<file path="src/rtl/fetch_unit_pkg.sv">
// Shared fetch types: FSM states, FIFO entry bundle, reset PC.
// FS_HALT exists only when FETCH_MISALIGN_CHECK_EN is defined.
package fetch_unit_pkg;

  localparam logic [31:0] FETCH_RESET_PC = 32'h0;

  typedef enum logic [1:0] {
    FS_IDLE,
    FS_WAIT
`ifdef FETCH_MISALIGN_CHECK_EN
    ,
    FS_HALT
`endif
  } fetch_state_e;

  typedef struct packed {
    logic [31:0] instr;
    logic [31:0] pc;
  } fetch_entry_t;

endpackage

</file>
<file path="src/rtl/fetch_fifo.sv">
// Synchronous DEPTH-entry instruction FIFO with wrap-around pointers.
// Flush takes priority over push and pop.
module fetch_fifo
  import fetch_unit_pkg::*;
#(
  parameter  int DEPTH = 2,
  localparam int AW    = $clog2(DEPTH),
  localparam int CW    = AW + 1
) (
  input  logic          clk,
  input  logic          rst,
  input  logic          push,
  input  logic          pop,
  input  logic          flush,
  input  fetch_entry_t  din,
  output fetch_entry_t  head,
  output logic [CW-1:0] count
);

  fetch_entry_t   mem [DEPTH];
  logic [AW-1:0]  wr_ptr;
  logic [AW-1:0]  rd_ptr;

  always_ff @(posedge clk or posedge rst) begin
    if (rst) begin
      wr_ptr <= '0;
      rd_ptr <= '0;
      count  <= '0;
      for (int i = 0; i < DEPTH; i++) mem[i] <= '0;
    end else if (flush) begin
      wr_ptr <= '0;
      rd_ptr <= '0;
      count  <= '0;
    end else begin
      if (push) begin
        mem[wr_ptr] <= din;
        wr_ptr      <= wr_ptr + 1'b1;
      end
      if (pop) rd_ptr <= rd_ptr + 1'b1;
      if (push && !pop)      count <= count + 1'b1;
      else if (pop && !push) count <= count - 1'b1;
    end
  end

  assign head = mem[rd_ptr];

endmodule

</file>
<file path="src/rtl/fetch_unit.sv">
// Fetch front-end: owns fetch PC, one outstanding imem read, buffers instrs.
// Define FETCH_MISALIGN_CHECK_EN for the misalign flag and FS_HALT.
module fetch_unit
  import fetch_unit_pkg::*;
#(
  parameter int          DEPTH    = 2,
  parameter logic [31:0] RESET_PC = FETCH_RESET_PC
) (
  input  logic        clk,
  input  logic        rst,
  output logic        imem_req,
  output logic [31:0] imem_addr,
  input  logic        imem_gnt,
  input  logic        imem_rvalid,
  input  logic [31:0] imem_rdata,
  output logic        instr_valid,
  output logic [31:0] instr,
  output logic [31:0] instr_pc,
  input  logic        instr_ready,
  input  logic        redir,
  input  logic [31:0] redir_pc
`ifdef FETCH_MISALIGN_CHECK_EN
  ,
  output logic        misalign
`endif
);

  localparam int CW = $clog2(DEPTH) + 1;

  fetch_state_e  state_q, state_d;
  logic [31:0]   fetch_pc, pc_d, req_pc;
  logic          drop, drop_d, req_q, req_d;
  logic          granted, resp, push, pop;
  logic          bad_redir, room;
  logic [CW-1:0] count;
  fetch_entry_t  head, din;

  assign granted = req_q && imem_gnt;
  assign resp    = (state_q == FS_WAIT) && imem_rvalid;
  assign room    = count < CW'(DEPTH);
  assign pop     = instr_valid && instr_ready;
  assign push    = resp && !drop && !redir;
  assign din     = '{instr: imem_rdata, pc: req_pc};

`ifdef FETCH_MISALIGN_CHECK_EN
  assign bad_redir = redir && (redir_pc[1:0] != 2'b00);
`else
  logic unused_lo;
  assign bad_redir = 1'b0;
  assign unused_lo = ^redir_pc[1:0];
`endif

  always_ff @(posedge clk or posedge rst) begin
    if (rst) state_q <= FS_IDLE;
    else     state_q <= state_d;
  end

  always_comb begin
    state_d = state_q;
    unique case (state_q)
      FS_IDLE: if (granted) state_d = FS_WAIT;
      FS_WAIT: if (imem_rvalid) state_d = FS_IDLE;
`ifdef FETCH_MISALIGN_CHECK_EN
      // a stale response may still be owed when leaving halt
      FS_HALT:
        if (redir && !bad_redir)
          state_d = (drop && !imem_rvalid) ? FS_WAIT : FS_IDLE;
`endif
      default: state_d = FS_IDLE;
    endcase
`ifdef FETCH_MISALIGN_CHECK_EN
    if (bad_redir) state_d = FS_HALT;
`endif
  end

  always_comb begin
    pc_d = fetch_pc;
    if (granted) pc_d = fetch_pc + 32'd4;
    if (redir)   pc_d = {redir_pc[31:2], 2'b00};

    drop_d = drop;
    if (imem_rvalid && state_q != FS_IDLE) drop_d = 1'b0;
    if (redir && (granted || (state_q == FS_WAIT && !imem_rvalid)))
      drop_d = 1'b1;

    // a dropped response reissues at once; a normal one leaves a gap
    if (redir)                   req_d = state_d == FS_IDLE;
    else if (resp)               req_d = drop;
    else if (state_q == FS_IDLE) req_d = !granted && (req_q || room || pop);
    else                         req_d = 1'b0;
  end

  always_ff @(posedge clk or posedge rst) begin
    if (rst) begin
      fetch_pc <= RESET_PC;
      req_pc   <= RESET_PC;
      drop     <= 1'b0;
      req_q    <= 1'b0;
    end else begin
      fetch_pc <= pc_d;
      drop     <= drop_d;
      req_q    <= req_d;
      if (granted) req_pc <= fetch_pc;
    end
  end

`ifdef FETCH_MISALIGN_CHECK_EN
  always_ff @(posedge clk or posedge rst) begin
    if (rst)        misalign <= 1'b0;
    else if (redir) misalign <= bad_redir;
  end
`endif

  fetch_fifo #(.DEPTH(DEPTH)) u_fifo (
    .clk   (clk),
    .rst   (rst),
    .push  (push),
    .pop   (pop),
    .flush (redir),
    .din   (din),
    .head  (head),
    .count (count)
  );

  assign imem_req    = req_q;
  assign imem_addr   = fetch_pc;
  assign instr_valid = count != '0;
  assign instr       = head.instr;
  assign instr_pc    = head.pc;

endmodule
</file>
<file path="config.mk">
export PLATFORM = sky130hd
export DESIGN_NAME = fetch_unit
export DESIGN_NICKNAME = d
export VERILOG_FILES = /design/src/rtl/fetch_unit_pkg.sv /design/src/rtl/fetch_fifo.sv /design/src/rtl/fetch_unit.sv
export SDC_FILE = /design/constraint.sdc
export NUM_CORES = 1
export LEC_CHECK = 0
export CORE_MARGIN = 4
export CORE_UTILIZATION = 52
export CTS_CLUSTER_SIZE = 30
export DETAILED_ROUTE_END_ITERATION = 8
export PLACE_DENSITY = 0.8
export SYNTH_ARGS = -nofsm -noshare
export SYNTH_HDL_FRONTEND = slang
export SYNTH_SLANG_ARGS = --single-unit
</file>
<file path="constraint.sdc">
create_clock -name clk -period 7.35 [get_ports clk]
set_input_delay 0.735 -clock clk [delete_from_list [all_inputs] [get_ports clk]]
set_output_delay 0.735 -clock clk [all_outputs]
set_load 0.01 [all_outputs]
</file>
==> metrics.md <==
| Metric | Value |
|---|---|
| Vias in the first global route | `6322` |
| Max-slew headroom | `35.12%` |
| Worst clock skew | `0.009224 ns` |
| PD cells | `267.7 nW/µm²` |
| Die Ht | `136.3 µm` |
| Final WS setup | `3.822 ns` |
| Post-Route WL | `20.03 mm` |
| DRC violations left | `0` |
| P&R area growth vs syn | `28.40%` |
| Most frequent cells in the layout | `210 x mux2_2, 191 x dfrtp_1, 161 x clkdlybuf4s50_1, 40 x nand2_1` |
| Kind of end point of the critical path | `output port` |
| CP max stage cell | `dfrtp_2` |
| Period utilization | `48.00%` |
| TritonCTS Sinks | `192` |
| Clock latency on the worst-skew pair | `0.43 ns` |
| Max stage delay on crit path | `0.78 ns` |
| DIE AREA | `18580 µm²` |
| Avg WL per Cell | `19.37 µm` |
| Fmax | `0.2835 GHz` |
| RSZ-0062 raised after global routing | `no` |
| Mean post-synth cell area | `13.15 µm²` |
| Register area share after synthesis | `56.12%` |
| Post-CTS sizing | `0` |
| #FFs+latches synth | `192` |
| Share of post-route cells with drive strength above 1 | `31.42%` |
| GRT Residual Overflow | `0` |
| CTS root buffer | `clkbuf_16` |
| Starting density of the core | `53.50%` |
| Nets | `876` |
| Final HPWL from detailed placement | `13.27 mm` |
| Worst setup startpoint | `u_fifo.rd_ptr` |
| Worst r2r src | `state_q[1]` |
| Total GRT Usage | `22.18%` |
| Gate Count Post-Synth | `651` |
| Count of cell types in the netlist | `38` |
| Leak | `4.887 nW` |
| Final Hold Vio Count | `0` |
| Peak supply drop | `0.1728 mV` |
| Max clock buf depth | `2` |
| Critical Path, Cell by Cell | `buf_4, mux2_2, clkdlybuf4s50_1` |
| Num CTS Buffers | `17` |
| Die W | `136.3 µm` |
| Ys Warns | `0` |
| Finished Cell Area | `10990 µm²` |
| Initial DRC count | `406` |
| CTS tree | `done` |
| Synth Flop Type | `dfrtp_1` |
| Worst-path maximum fanout | `42` |
| Hold Path Class | `flip-flop to flip-flop` |
| DRT Pass-1 Iters | `5` |
| CP Class | `flip-flop to output port` |
| Worst slack, placed | `3.834 ns` |
| Antenna Cells | `0` |
| Minimum clock period | `3.528 ns` |
| Synth area leaders | `dfrtp_1 56%, mux2_2 28%, nand2_1 1.8%, o21ai_0 1.3%, or4_1 1.1%` |
| I/O Pins | `168` |
| Core footprint | `16000 µm²` |
| FF-to-FF setup slack | `4.65 ns` |
| GPL Wtd Cong | `0.7934` |
| Commonest non-fill, non-tap cell in the layout | `mux2_2` |
| DP Area | `10360 µm²` |
| Final TNS setup | `0 ns` |
| CP delay by family, top | `buffers and inverters` |
| Final setup vio count | `0` |
| CTS Hold Buffers Added | `0` |
| Routed Antenna Nets | `0` |
| Fill cells | `1167` |
| Vias per inst | `5.694` |
| Max Slew Vio Count | `0` |
| Startpoint Class | `flip-flop` |
| Via count | `5888` |
| Clock slew seen by the registers of the worst setup and hold paths | `0.07 ns` |
| Post-CTS setup buffer count | `0` |
| First-pass GRT wire length | `32.33 mm` |
| WP data arrival | `2.79 ns` |
| Slew @ Worst Pin | `0.9733 ns` |
| Hold_sp | `u_fifo.mem[89]` |
| H-Tree Depth | `4` |
| Post-synth EDFFs | `0` |
| Cell Rows | `46` |
| Port-buffer cells | `161` |
| Status | `completed` |
| Worst EP required | `6.61 ns` |
| Initial antenna violation count | `0` |
| Synth area leader | `dfrtp_1` |
| Buffer and inverter count on the worst path | `2` |
| Area share of the largest cell type after synthesis | `56.12%` |
| Area of the mapped netlist | `8561 µm²` |
| Largest net degree at the start of global routing | `116` |
| Max-cap viol count | `0` |
| Async set-reset flop share out of synthesis | `100.0%` |
## area by class of cell
class                   count  area, µm²  share of cell area [%]
flip-flops and latches    192       4806                   43.72
clock inverters            14      202.7                   1.844
repair buffers            167       1657                   15.07
clock buffers              18      429.2                   3.904
well taps                 216      270.3                   2.459
inverters                   6      30.03                  0.2732
multi-input cells         421       3597                   32.73
## metrics by stage
stage	hold WS [ns]	utilization, %	instances	total power, mW
after floorplan	0.4514	-	655	1.634
after global placement	0.4650	64.75	1002	1.945
after detailed placement	0.4710	64.75	1002	1.977
after CTS	0.4885	68.70	1034	2.971
after global routing	0.5114	68.70	1034	3.077
final	0.4854	68.70	1034	2.943
## Yosys cell counts (all sizes together), types with 4 or more instances
library cell	n
and3	4
dfrtp	192
nand2	41
a31oi	12
inv	5
nand4	11
clkbuf	20
mux2	212
or4	13
xnor2	9
o31ai	10
nor3	7
buf	16
nor2	23
xor2	8
or3	4
o21ai	23
nand3	17
## per-layer routing
metal / global-route usage [%] / vias to the layer above / share of wire [%]
met3: 4.367 / 28 / 6.2
met5: 0 / - / 0
met2: 37.92 / 219 / 50
li1: - / 2651 / -
met4: 7.335 / 0 / 1.7
met1: 28.42 / 2990 / 42
## sequential cells by signal, indices dropped and copies added, names as in the netlist
signal	cells
u_fifo.mem	124
u_fifo.wr_ptr	1
u_fifo.rd_ptr	1
imem_req	1
drop	1
req_pc	30
u_fifo.count	2
state_q	2
imem_addr	30
## kinds of logic (layout without fill, tap and decap cells)
kind of cell	after synthesis	in the layout	share of synthesized area, %
adders and majority gates	1	1	0.1461
buffers and inverters	42	205	2.119
and+or+nand+nor	132	132	7.965
DFF	192	192	56.12
other	1	5	0.04380
xor gates and xnor gates	17	17	1.739
AOI/OAI and AO/OA	53	53	3.859
muxes	213	213	28.00
## path summary, 6_finish.rpt
path / endpoint / depth (start not counted)
hold reg to reg: u_fifo.mem[89] / 1
setup / recovery: instr_pc[4] / 3
max in group asynchronous: u_fifo.rd_ptr / 3
min in group asynchronous: u_fifo.mem[44] / 2
hold / removal: u_fifo.mem[89] / 1
setup reg to reg: u_fifo.mem[122] / 4
## report_power, final
part	total, mW	internal, mW	leakage [nW]	switching [mW]
Clock	0.989	0.577	0.306	0.412
Sequential	1.32	1.21	2.49	0.109
Combinational	0.638	0.397	2.09	0.242
Total	2.94	2.18	4.89	0.763
(Power assumes the default switching activity.)
